--- config.mk ---
export PLATFORM = sky130hd
export DESIGN_NAME = hazard_fwd_ctrl_flat
export DESIGN_NICKNAME = d
export VERILOG_FILES = /design/src/rtl/hazard_fwd_ctrl_if.sv /design/src/rtl/hazard_fwd_ctrl.sv /design/src/flat_wrapper.sv
export SDC_FILE = /design/constraint.sdc
export NUM_CORES = 1
export LEC_CHECK = 0
export BUFFER_PORTS_ARGS = -buffer_cell sky130_fd_sc_hd__buf_2
export CAP_MARGIN = 10
export CORE_MARGIN = 1
export CORE_UTILIZATION = 25
export CTS_BUF_LIST = sky130_fd_sc_hd__clkbuf_4
export CTS_CLUSTER_DIAMETER = 150
export DETAILED_ROUTE_END_ITERATION = 8
export MAX_ROUTING_LAYER = met4
export PLACE_DENSITY_LB_ADDON = 0.1
export SYNTH_ARGS = -nofsm -noshare
export SYNTH_HDL_FRONTEND = slang
export SYNTH_SLANG_ARGS = --single-unit
--- constraint.sdc ---
create_clock -name clk -period 2.8 [get_ports clk]
set_input_delay 0.56 -clock clk [delete_from_list [all_inputs] [get_ports clk]]
set_output_delay 0.56 -clock clk [all_outputs]
set_load 0.01 [all_outputs]
--- src/rtl/hazard_fwd_ctrl_if.sv ---
// hazard_fwd_ctrl_if
//  Pipeline-side bundle for the hazard/forwarding controller.
//  master : pipeline side, drives stage addresses/controls and mem_wait,
//           receives forward selects and stall/bubble controls.
//  slave  : controller side (hazard_fwd_ctrl).
//  Signals
//   mem_wait                        external memory busy
//   id_rs_addr/id_rt_addr           ID sources; id_uses_rs/id_uses_rt/id_is_jr
//   ex_src_addr [NUM_SRC*ADDR_W]    EX operand addresses, operand k at k*ADDR_W
//   ex_dst_addr/ex_regwrite/ex_memread
//   dm_dst_addr/dm_regwrite, wb_dst_addr/wb_regwrite
//   fwd_sel [NUM_SRC*2]             10=DM, 01=WB, 00=regfile per operand
//   jr_fwd  [2]                     10=EX ALU, 01=DM, 00=regfile
//   stall_if/stall_id/bubble_ex     pipe hold and bubble controls
//   busy                            load-use stall sequence in progress
interface hazard_fwd_ctrl_if #(
  parameter int ADDR_W  = 4,
  parameter int NUM_SRC = 2
);
  logic                      mem_wait;
  logic [ADDR_W-1:0]         id_rs_addr;
  logic [ADDR_W-1:0]         id_rt_addr;
  logic                      id_uses_rs;
  logic                      id_uses_rt;
  logic                      id_is_jr;
  logic [NUM_SRC*ADDR_W-1:0] ex_src_addr;
  logic [ADDR_W-1:0]         ex_dst_addr;
  logic                      ex_regwrite;
  logic                      ex_memread;
  logic [ADDR_W-1:0]         dm_dst_addr;
  logic                      dm_regwrite;
  logic [ADDR_W-1:0]         wb_dst_addr;
  logic                      wb_regwrite;
  logic [NUM_SRC*2-1:0]      fwd_sel;
  logic [1:0]                jr_fwd;
  logic                      stall_if;
  logic                      stall_id;
  logic                      bubble_ex;
  logic                      busy;

  modport master (
    output mem_wait, id_rs_addr, id_rt_addr, id_uses_rs, id_uses_rt, id_is_jr,
           ex_src_addr, ex_dst_addr, ex_regwrite, ex_memread,
           dm_dst_addr, dm_regwrite, wb_dst_addr, wb_regwrite,
    input  fwd_sel, jr_fwd, stall_if, stall_id, bubble_ex, busy
  );

  modport slave (
    input  mem_wait, id_rs_addr, id_rt_addr, id_uses_rs, id_uses_rt, id_is_jr,
           ex_src_addr, ex_dst_addr, ex_regwrite, ex_memread,
           dm_dst_addr, dm_regwrite, wb_dst_addr, wb_regwrite,
    output fwd_sel, jr_fwd, stall_if, stall_id, bubble_ex, busy
  );
endinterface

--- src/rtl/hazard_fwd_ctrl.sv ---
// hazard_fwd_ctrl
//  Operand forwarding and hazard control for the IF/ID/EX/DM/WB pipe.
//  - per-operand EX forward selects (DM outranks WB)
//  - JR target forward select for the rs read in ID
//  - load-use stall sequence of LOAD_LAT cycles with EX bubbles
//  - freeze (stall, no bubble, state held) while mem_wait is high
//  Ports
//   clk   rising-edge clock
//   rst   asynchronous active-high reset; forces every output to 0
//   bus   hazard_fwd_ctrl_if.slave (stage info in, selects/stalls out)
//   stat_stall, stat_fwd  saturating 16-bit event counters, present only
//                         when HAZARD_STATS_EN is defined
//  Build option: HAZARD_STATS_EN adds the statistics counters/ports.

// One EX operand's forward select.
module hazard_fwd_lane #(
  parameter int ADDR_W   = 4,
  parameter int ZERO_REG = 1
) (
  input  logic [ADDR_W-1:0] i_addr,
  input  logic [ADDR_W-1:0] i_dm_dst,
  input  logic              i_dm_rw,
  input  logic [ADDR_W-1:0] i_wb_dst,
  input  logic              i_wb_rw,
  output logic [1:0]        o_sel
);
  logic w_dm_hit, w_wb_hit;

  assign w_dm_hit = i_dm_rw && (i_dm_dst == i_addr) && !((ZERO_REG != 0) && (i_dm_dst == '0));
  assign w_wb_hit = i_wb_rw && (i_wb_dst == i_addr) && !((ZERO_REG != 0) && (i_wb_dst == '0));
  // DM holds the younger value, so it wins over WB.
  assign o_sel    = w_dm_hit ? 2'b10 : (w_wb_hit ? 2'b01 : 2'b00);
endmodule

module hazard_fwd_ctrl #(
  parameter int ADDR_W   = 4,
  parameter int NUM_SRC  = 2,
  parameter int LOAD_LAT = 1,
  parameter int ZERO_REG = 1
) (
  input  logic               clk,
  input  logic               rst,
  hazard_fwd_ctrl_if.slave   bus
`ifdef HAZARD_STATS_EN
  ,
  output logic [15:0]        stat_stall,
  output logic [15:0]        stat_fwd
`endif
);
  localparam int CNT_W = $clog2(LOAD_LAT + 1);

  typedef enum logic {RUN = 1'b0, LU_STALL = 1'b1} state_t;

  state_t                          r_state, w_state_nxt;
  logic [CNT_W-1:0]                r_cnt, w_cnt_nxt;
  logic [NUM_SRC-1:0][ADDR_W-1:0]  w_src;
  logic [NUM_SRC-1:0][1:0]         w_fwd;
  logic [1:0]                      w_jr;
  logic                            w_hz;
  logic                            w_stall, w_bubble;
  logic                            w_ex_rs, w_ex_rt, w_dm_rs;

  function automatic logic hit(input logic rw, input logic [ADDR_W-1:0] dst,
                               input logic [ADDR_W-1:0] a);
    return rw && (dst == a) && !((ZERO_REG != 0) && (dst == '0));
  endfunction

  // ---------------- forwarding ----------------
  assign w_src = bus.ex_src_addr;

  for (genvar k = 0; k < NUM_SRC; k++) begin : g_lane
    hazard_fwd_lane #(.ADDR_W(ADDR_W), .ZERO_REG(ZERO_REG)) u_lane (
      .i_addr   (w_src[k]),
      .i_dm_dst (bus.dm_dst_addr),
      .i_dm_rw  (bus.dm_regwrite),
      .i_wb_dst (bus.wb_dst_addr),
      .i_wb_rw  (bus.wb_regwrite),
      .o_sel    (w_fwd[k])
    );
  end

  assign w_ex_rs = hit(bus.ex_regwrite, bus.ex_dst_addr, bus.id_rs_addr);
  assign w_ex_rt = hit(bus.ex_regwrite, bus.ex_dst_addr, bus.id_rt_addr);
  assign w_dm_rs = hit(bus.dm_regwrite, bus.dm_dst_addr, bus.id_rs_addr);

  // A load in EX has no result yet; the hazard path stalls it instead.
  assign w_jr = (bus.id_is_jr && w_ex_rs && !bus.ex_memread) ? 2'b10 :
                (bus.id_is_jr && w_dm_rs)                    ? 2'b01 : 2'b00;

  // JR reads rs in ID even when id_uses_rs is not flagged.
  assign w_hz = bus.ex_memread &&
                ((w_ex_rs && (bus.id_uses_rs || bus.id_is_jr)) ||
                 (w_ex_rt && bus.id_uses_rt));

  // ---------------- load-use FSM ----------------
  always_ff @(posedge clk or posedge rst) begin
    if (rst) begin
      r_state <= RUN;
      r_cnt   <= '0;
    end else begin
      r_state <= w_state_nxt;
      r_cnt   <= w_cnt_nxt;
    end
  end

  always_comb begin
    w_state_nxt = r_state;
    w_cnt_nxt   = r_cnt;
    w_stall     = 1'b0;
    w_bubble    = 1'b0;
    if (bus.mem_wait) begin
      // Freeze: hold everything, no bubble, regardless of hz.
      w_stall = 1'b1;
    end else begin
      case (r_state)
        RUN: begin
          if (w_hz) begin
            w_stall  = 1'b1;
            w_bubble = 1'b1;
            if (LOAD_LAT > 1) begin
              w_state_nxt = LU_STALL;
              w_cnt_nxt   = CNT_W'(LOAD_LAT - 1);
            end
          end
        end
        LU_STALL: begin
          // hz ignored here: the sequence length is fixed by LOAD_LAT.
          w_stall   = 1'b1;
          w_bubble  = 1'b1;
          w_cnt_nxt = r_cnt - 1'b1;
          if (r_cnt == CNT_W'(1)) w_state_nxt = RUN;
        end
        default: w_state_nxt = RUN;
      endcase
    end
  end

  // ---------------- outputs (all forced low during rst) ----------------
  assign bus.fwd_sel   = rst ? '0   : w_fwd;
  assign bus.jr_fwd    = rst ? 2'b0 : w_jr;
  assign bus.stall_if  = !rst && w_stall;
  assign bus.stall_id  = !rst && w_stall;
  assign bus.bubble_ex = !rst && w_bubble;
  assign bus.busy      = (r_state == LU_STALL);

`ifdef HAZARD_STATS_EN
  logic [15:0] r_stat_stall, r_stat_fwd;
  logic        w_any_fwd;

  assign w_any_fwd = (w_fwd != '0) || (w_jr != 2'b0);

  always_ff @(posedge clk or posedge rst) begin
    if (rst) begin
      r_stat_stall <= '0;
      r_stat_fwd   <= '0;
    end else begin
      if (w_bubble && (r_stat_stall != 16'hFFFF))
        r_stat_stall <= r_stat_stall + 16'd1;
      if (w_any_fwd && !bus.mem_wait && (r_stat_fwd != 16'hFFFF))
        r_stat_fwd <= r_stat_fwd + 16'd1;
    end
  end

  assign stat_stall = r_stat_stall;
  assign stat_fwd   = r_stat_fwd;
`endif
endmodule

--- src/flat_wrapper.sv ---
// flat-port wrapper written by rule: the top's interface ports become plain ports
module hazard_fwd_ctrl_flat 
#(
  parameter int ADDR_W   = 4,
  parameter int NUM_SRC  = 2,
  parameter int LOAD_LAT = 1,
  parameter int ZERO_REG = 1
)
  (clk, rst, bus_mem_wait, bus_id_rs_addr, bus_id_rt_addr, bus_id_uses_rs, bus_id_uses_rt, bus_id_is_jr, bus_ex_src_addr, bus_ex_dst_addr, bus_ex_regwrite, bus_ex_memread, bus_dm_dst_addr, bus_dm_regwrite, bus_wb_dst_addr, bus_wb_regwrite, bus_fwd_sel, bus_jr_fwd, bus_stall_if, bus_stall_id, bus_bubble_ex, bus_busy);
  hazard_fwd_ctrl_if #(.ADDR_W(ADDR_W), .NUM_SRC(NUM_SRC)) bus_i ();
  input  logic clk;
  input  logic rst;
  input wire logic [$bits(bus_i.mem_wait)-1:0] bus_mem_wait;
  input wire logic [$bits(bus_i.id_rs_addr)-1:0] bus_id_rs_addr;
  input wire logic [$bits(bus_i.id_rt_addr)-1:0] bus_id_rt_addr;
  input wire logic [$bits(bus_i.id_uses_rs)-1:0] bus_id_uses_rs;
  input wire logic [$bits(bus_i.id_uses_rt)-1:0] bus_id_uses_rt;
  input wire logic [$bits(bus_i.id_is_jr)-1:0] bus_id_is_jr;
  input wire logic [$bits(bus_i.ex_src_addr)-1:0] bus_ex_src_addr;
  input wire logic [$bits(bus_i.ex_dst_addr)-1:0] bus_ex_dst_addr;
  input wire logic [$bits(bus_i.ex_regwrite)-1:0] bus_ex_regwrite;
  input wire logic [$bits(bus_i.ex_memread)-1:0] bus_ex_memread;
  input wire logic [$bits(bus_i.dm_dst_addr)-1:0] bus_dm_dst_addr;
  input wire logic [$bits(bus_i.dm_regwrite)-1:0] bus_dm_regwrite;
  input wire logic [$bits(bus_i.wb_dst_addr)-1:0] bus_wb_dst_addr;
  input wire logic [$bits(bus_i.wb_regwrite)-1:0] bus_wb_regwrite;
  output wire logic [$bits(bus_i.fwd_sel)-1:0] bus_fwd_sel;
  output wire logic [$bits(bus_i.jr_fwd)-1:0] bus_jr_fwd;
  output wire logic [$bits(bus_i.stall_if)-1:0] bus_stall_if;
  output wire logic [$bits(bus_i.stall_id)-1:0] bus_stall_id;
  output wire logic [$bits(bus_i.bubble_ex)-1:0] bus_bubble_ex;
  output wire logic [$bits(bus_i.busy)-1:0] bus_busy;
  assign bus_i.mem_wait = bus_mem_wait;
  assign bus_i.id_rs_addr = bus_id_rs_addr;
  assign bus_i.id_rt_addr = bus_id_rt_addr;
  assign bus_i.id_uses_rs = bus_id_uses_rs;
  assign bus_i.id_uses_rt = bus_id_uses_rt;
  assign bus_i.id_is_jr = bus_id_is_jr;
  assign bus_i.ex_src_addr = bus_ex_src_addr;
  assign bus_i.ex_dst_addr = bus_ex_dst_addr;
  assign bus_i.ex_regwrite = bus_ex_regwrite;
  assign bus_i.ex_memread = bus_ex_memread;
  assign bus_i.dm_dst_addr = bus_dm_dst_addr;
  assign bus_i.dm_regwrite = bus_dm_regwrite;
  assign bus_i.wb_dst_addr = bus_wb_dst_addr;
  assign bus_i.wb_regwrite = bus_wb_regwrite;
  assign bus_fwd_sel = bus_i.fwd_sel;
  assign bus_jr_fwd = bus_i.jr_fwd;
  assign bus_stall_if = bus_i.stall_if;
  assign bus_stall_id = bus_i.stall_id;
  assign bus_bubble_ex = bus_i.bubble_ex;
  assign bus_busy = bus_i.busy;
  hazard_fwd_ctrl #(.ADDR_W(ADDR_W), .NUM_SRC(NUM_SRC), .LOAD_LAT(LOAD_LAT), .ZERO_REG(ZERO_REG)) u_core (.clk(clk), .rst(rst), .bus(bus_i));
endmodule
==> results of run 1 <==
[cell type report]
class | instances | share of cell area, %
multi-input cells | 59 | 56.9
flip-flops and latches | 2 | 6.11
inverters | 3 | 1.37
clock buffers | 3 | 2.75
well taps | 27 | 4.12
repair buffers | 47 | 28.7
[flip-flops by register name, summed over array words and instances, names as in the netlist]
register and count:
u_core.r_cnt 1, u_core.bus.busy 1
[worst max-delay path by stage]
stage	depth (start not counted)	startpoint	slack (ns)	end
6_report	6	bus_ex_dst_addr[0]	0.44	bus_stall_id
4_1_cts	6	bus_ex_dst_addr[0]	0.42	bus_stall_id
5_1_grt	6	bus_ex_dst_addr[1]	0.29	bus_stall_id
3_3_place_gp	6	bus_ex_dst_addr[0]	0.45	bus_stall_if
2_1_floorplan	5	bus_ex_dst_addr[0]	0.48	bus_stall_if
3_5_place_dp	6	bus_ex_dst_addr[0]	0.43	bus_stall_id
[power breakdown]
| part | internal (mW) | switching (mW) | total (mW) |
|---|---|---|---|
| Combinational | 0.0506 | 0.0462 | 0.0968 |
| Sequential | 0.0291 | 0 | 0.0291 |
| Clock | 0.0471 | 0.0146 | 0.0616 |
| Total | 0.127 | 0.0607 | 0.188 |
[cells in the final DEF, fill, tap and decap left out, drive strengths merged, types with 2 or more instances in the layout]
cell type / count
buf: 47
xnor2: 19
xor2: 10
nand3: 5
inv: 3
nand2: 3
nor4: 3
nor3: 3
clkbuf: 3
o41ai: 2
nor2: 2
dfrtp: 2
or4: 2
[layer usage]
layer | vias up | wire length (um) | GRT usage (%)
met5 | - | 0 | -
met4 | 0 | 0 | 3.33
met3 | 0 | 138 | 2.22
met2 | 37 | 651 | 24.8
met1 | 261 | 699 | 16.8
li1 | 327 | - | -
[cells by family after synthesis]
family	after synthesis	synth area share [%]
xor gates and xnor gates	29	48.8
and+or+nand+nor	23	25.5
DFF	2	9.35
buffers and inverters	4	3.51
AOI/OAI and AO/OA	7	12.8
[worst reg2reg max path, stage by stage (launching register included)]
cell and delay, ns:
sky130_fd_sc_hd__dfrtp_1 0.37, sky130_fd_sc_hd__nand2_1 0.08, sky130_fd_sc_hd__xnor2_1 0.13
==> out/metrics.cfg, run 1 <==
[place]
numPortBuffers=47
place.detailed.hpwl_um=1350
place_congestion=0.718
placed_cell_area_um2=797
placement.setup.worst_slack_ns=0.426
placed_cells=138

[setup_path]
cp_data_required_time_ns=2.24
critical_path.startpoint_type=primary input
r2r-end=u_core.r_cnt
timing.critical_path.fanout_max=3
critical_path.max_stage_delay_ns=0.49
worst_path_dominant_cell_family=simple AND/OR/NAND/NOR gates
timing.critical_path.to_type=primary output
critPathKind=in2out
data_arrival_time_of_the_critical_path_ns=1.80
worst_r2r_src=u_core.bus.busy
critical_path.most_common_cell=sky130_fd_sc_hd__buf_2
critical_path_cell_with_the_highest_stage_delay=sky130_fd_sc_hd__or4_4
ff2ff_setup_slack_ns=2.12
rr_worst_depth=2
timing.critical_path.cells=buf_2 > xnor2_1 > nand3_1 > or4_4 > a31oi_1 > buf_2
critical_path_buf_inv_count=2

[yosys]
synthCells=65
synth.top_cells.by_area=sky130_fd_sc_hd__xnor2_1, sky130_fd_sc_hd__xor2_1, sky130_fd_sc_hd__dfrtp_1
synthDistinctLibCells=24
yosys.cell_count.top_type=sky130_fd_sc_hd__xnor2_1
synth_seq_area_share_pct=9.35
post_synth_edffs=0
synthesis.area_um2=536
synth.yosys.warnings=0
synth_fp_nets=103
synth_area_leader_cell=sky130_fd_sc_hd__xnor2_1
async_set_reset_flop_share_out_of_synthesis_pct=100
synth_top_flop_cell=sky130_fd_sc_hd__dfrtp_1
synth.avg_cell_area_um2=8.24
synth.top_cell.area_share_pct=29.4
post_synthesis_register_bit_count=2
synthTopCellsByCount=sky130_fd_sc_hd__xnor2_1, sky130_fd_sc_hd__xor2_1, sky130_fd_sc_hd__nand3_1

[grt]
gr-total-overflow=0
grt_first_pass_wirelength_um=2280
antenna_found_initial=0
grtUsageTotal_pct=14.2
grt_pass1_vias=609
grt_max_degree=7

[clock_network]
cts_stage_hold_buffer_count=0
postCtsSetupRepairBufs=0
insertion_delay_ns=0.22
clock_tree_from_tritoncts=built
cts_buffers=3
clock_sinks=2
clkTransAtPathRegs_ns=0.03
cts.htree.levels=1
cts-root-buf=sky130_fd_sc_hd__clkbuf_4
cts_buffer_depth=2
post_cts_repair_resize_count=0

[finish]
multi_input_area_um2=467
num_antenna_cells=0
instances_no_fill=141
finalInstanceArea_um2=820
nFillCells=236
fin_nets=154
drive_above_1_share_pct=49.1
area_delta_synth_final_pct=53.0
layout.core_utilization_pct=41.4
seq_area_um2=50.0

[floorplan]
core_mm2=0.00198
die_x_um=48.3
io-pin-count=48
start_util_pct=27.0
die_h_um=48.3
fp-row-count=16
design.die.area_mm2=0.00233

[route]
drt_pass1_iterations=4
route.vias.total=625
post-route-drc-count=0
drt-total-wl_um=1490
vias_per_cell=4.43
drt.antenna.violating_nets=0
initial_detailed_routing_violation_count=7
wl_per_cell_um=10.6

[timing]
final_min_period_over_clock_period_pct=84.2
timing.slew.headroom_pct=72.2
grt_setup_unrepaired=false
final.setup.tns_ns=0
skew_ns=0.00358
fin_crit_ns=2.36
fmax_mhz=424
setup_viol_count_final=0
finalHoldWorstSlack_ns=0.270
finalHoldViolations=0
final-max-slew-violation-count=0
max_slew.worst_pin.slew_ns=0.412
postLayoutSetupSlackWorst_ns=0.443

[power]
total_power_uw=188
power.ir.vdd_worst_mv=0.133
total_leakage_power_nw=0.397
p_per_area_mw_per_mm2=229

[job]
drv.max_cap_violation_count=0

[status]
run_status=complete, no violations

[min_path]
hold_path.class=in2async

No activity file was read; power rests on OpenSTA's default activity.
==> run 2: changes to the inputs <==
Clock period 2.8 ns to 2.43 ns, I/O delays scaled along.
==> run 2 against run 1 <==
Effect of this change: final cell count did not move; register-to-register slack got worse by 0.36 ns; total power rose by 15%; clock power rose by 14%; combinational power rose by 16%; critical path type unchanged.
==> out/metrics.cfg, run 2 (synthesis gave the netlist of run 1 again) <==
[status]
run_status=complete, no violations

[timing]
max_slew.worst_pin.slew_ns=0.426
fmax_mhz=450
final.setup.tns_ns=0
final_min_period_over_clock_period_pct=91.5
grt_setup_unrepaired=false
fin_crit_ns=2.22
skew_ns=0.000985
postLayoutSetupSlackWorst_ns=0.206
timing.slew.headroom_pct=71.3
finalHoldViolations=0
final-max-slew-violation-count=0
setup_viol_count_final=0

[clock_network]
clkTransAtPathRegs_ns=0.03
cts.htree.levels=1
cts-root-buf=sky130_fd_sc_hd__clkbuf_4
postCtsSetupRepairBufs=0
cts_buffers=3
clock_sinks=2
cts_stage_hold_buffer_count=0
post_cts_repair_resize_count=0
cts_buffer_depth=2
insertion_delay_ns=0.22
clock_tree_from_tritoncts=built

[floorplan]
start_util_pct=27.0
die_x_um=48.3
core_mm2=0.00198
fp-row-count=16
die_h_um=48.3
design.die.area_mm2=0.00233
io-pin-count=48

[setup_path]
critical_path.max_stage_delay_ns=0.50
critical_path_cell_with_the_highest_stage_delay=sky130_fd_sc_hd__or4_4
critPathKind=in2out
worst_r2r_src=u_core.bus.busy
worst_setup_path_startpoint=bus_ex_dst_addr[1]
timing.critical_path.cells=buf_2 > xnor2_1 > nand3_1 > or4_4 > a31oi_1 > buf_2
critical_path.most_common_cell=sky130_fd_sc_hd__buf_2
timing.critical_path.to_type=primary output
critical_path.startpoint_type=primary input
timing.critical_path.fanout_max=3
data_arrival_time_of_the_critical_path_ns=1.74
worst_path_dominant_cell_family=simple AND/OR/NAND/NOR gates
cp_data_required_time_ns=1.94
critical_path_buf_inv_count=2

[power]
p_per_area_mw_per_mm2=263
power.share.sequential_pct=15.6
clockPowerShare_pct=32.6
internal_power_uw=146
total_leakage_power_nw=0.397
power.share.switching_pct=32.1
total_power_uw=215
p_switching_uw=69.1
power.ir.vdd_worst_mv=0.0969
power_frac_comb_pct=51.8

[min_path]
hold_path.class=in2async

[grt]
grt_use_met1_pct=15.4
gr-usage-met2_pct=24.5
grtUsageTotal_pct=13.0
grt_max_degree=7
globalRouteMet3Util_pct=0.370
gr-total-overflow=0
busiest_layer_in_global_routing=met2
grt_first_pass_wirelength_um=2140
antenna_found_initial=0
grt_pass1_vias=565

[route]
route.vias.total=623
wl_per_cell_um=10.3
drt_pass1_iterations=3
vias_per_cell=4.42
drt-total-wl_um=1450
drt.antenna.violating_nets=0
initial_detailed_routing_violation_count=3
post-route-drc-count=0

[finish]
num_antenna_cells=0
layout.core_utilization_pct=41.4
layout_commonest_cell=sky130_fd_sc_hd__buf_2
mostFrequentLayoutCells=sky130_fd_sc_hd__buf_2, sky130_fd_sc_hd__xnor2_1, sky130_fd_sc_hd__xor2_1, sky130_fd_sc_hd__nand3_1
area_delta_synth_final_pct=53.0
drive_above_1_share_pct=49.1
fin_nets=154

[place]
place.detailed.hpwl_um=1340
placement.setup.worst_slack_ns=0.189
place_congestion=0.716
numPortBuffers=47

[job]
drv.max_cap_violation_count=0

## run 2: path summary, 6_finish.rpt
check / end / slack (ns) / cells after the start
worst max-delay path: bus_stall_id / 0.21 / 6
worst min-delay path: u_core.r_cnt / 0.20 / 2
worst max register to register: u_core.r_cnt / 1.76 / 2
worst min register to register: u_core.r_cnt / 0.46 / 1
max in group asynchronous: u_core.bus.busy / 2.06 / 2
min in group clk: u_core.r_cnt / 0.46 / 1
## run 2: metal layers
| metal | vias up | wire length [um] |
|---|---|---|
| li1 | 328 | - |
| met1 | 260 | 632 |
| met2 | 35 | 651 |
| met3 | 0 | 167 |
| met4 | 0 | 0 |
| met5 | - | 0 |
## run 2: power by group through the flow
stage / combinational [mW] / clock [mW] / sequential, mW
6_report: 0.112 / 0.0702 / 0.0336
5_1_grt: 0.125 / 0.0767 / 0.0335
4_1_cts: 0.114 / 0.0738 / 0.0336
3_5_place_dp: 0.114 / 0 / 0.0339
3_3_place_gp: 0.112 / 0 / 0.0339
2_1_floorplan: 0.0558 / 0 / 0.0339
## run 2: per-stage QoR
step / std cells / area (um2) / hold slack (ns)
CTS: 141 / 820 / 0.204
finish: 141 / 820 / 0.204
floorplan: 65 / 536 / 0.254
global placement: 138 / 797 / 0.431
global route: 141 / 820 / 0.214
detailed placement: 138 / 797 / 0.436
## run 2: layout make-up
| class | instances | area [um2] |
|---|---|---|
| fillers | 233 | 1160 |
| multi-input cells | 59 | 467 |
| repair buffers | 47 | 235 |
| flip-flops and latches | 2 | 50.0 |
| well taps | 27 | 33.8 |
| clock buffers | 3 | 22.5 |
| inverters | 3 | 11.3 |
## run 2: worst register-to-register path, delay by kind of cell (launching register included)
family	cells	cell delay, ns
DFF	1	0.36
and+or+nand+nor	1	0.07
xor gates and xnor gates	1	0.12
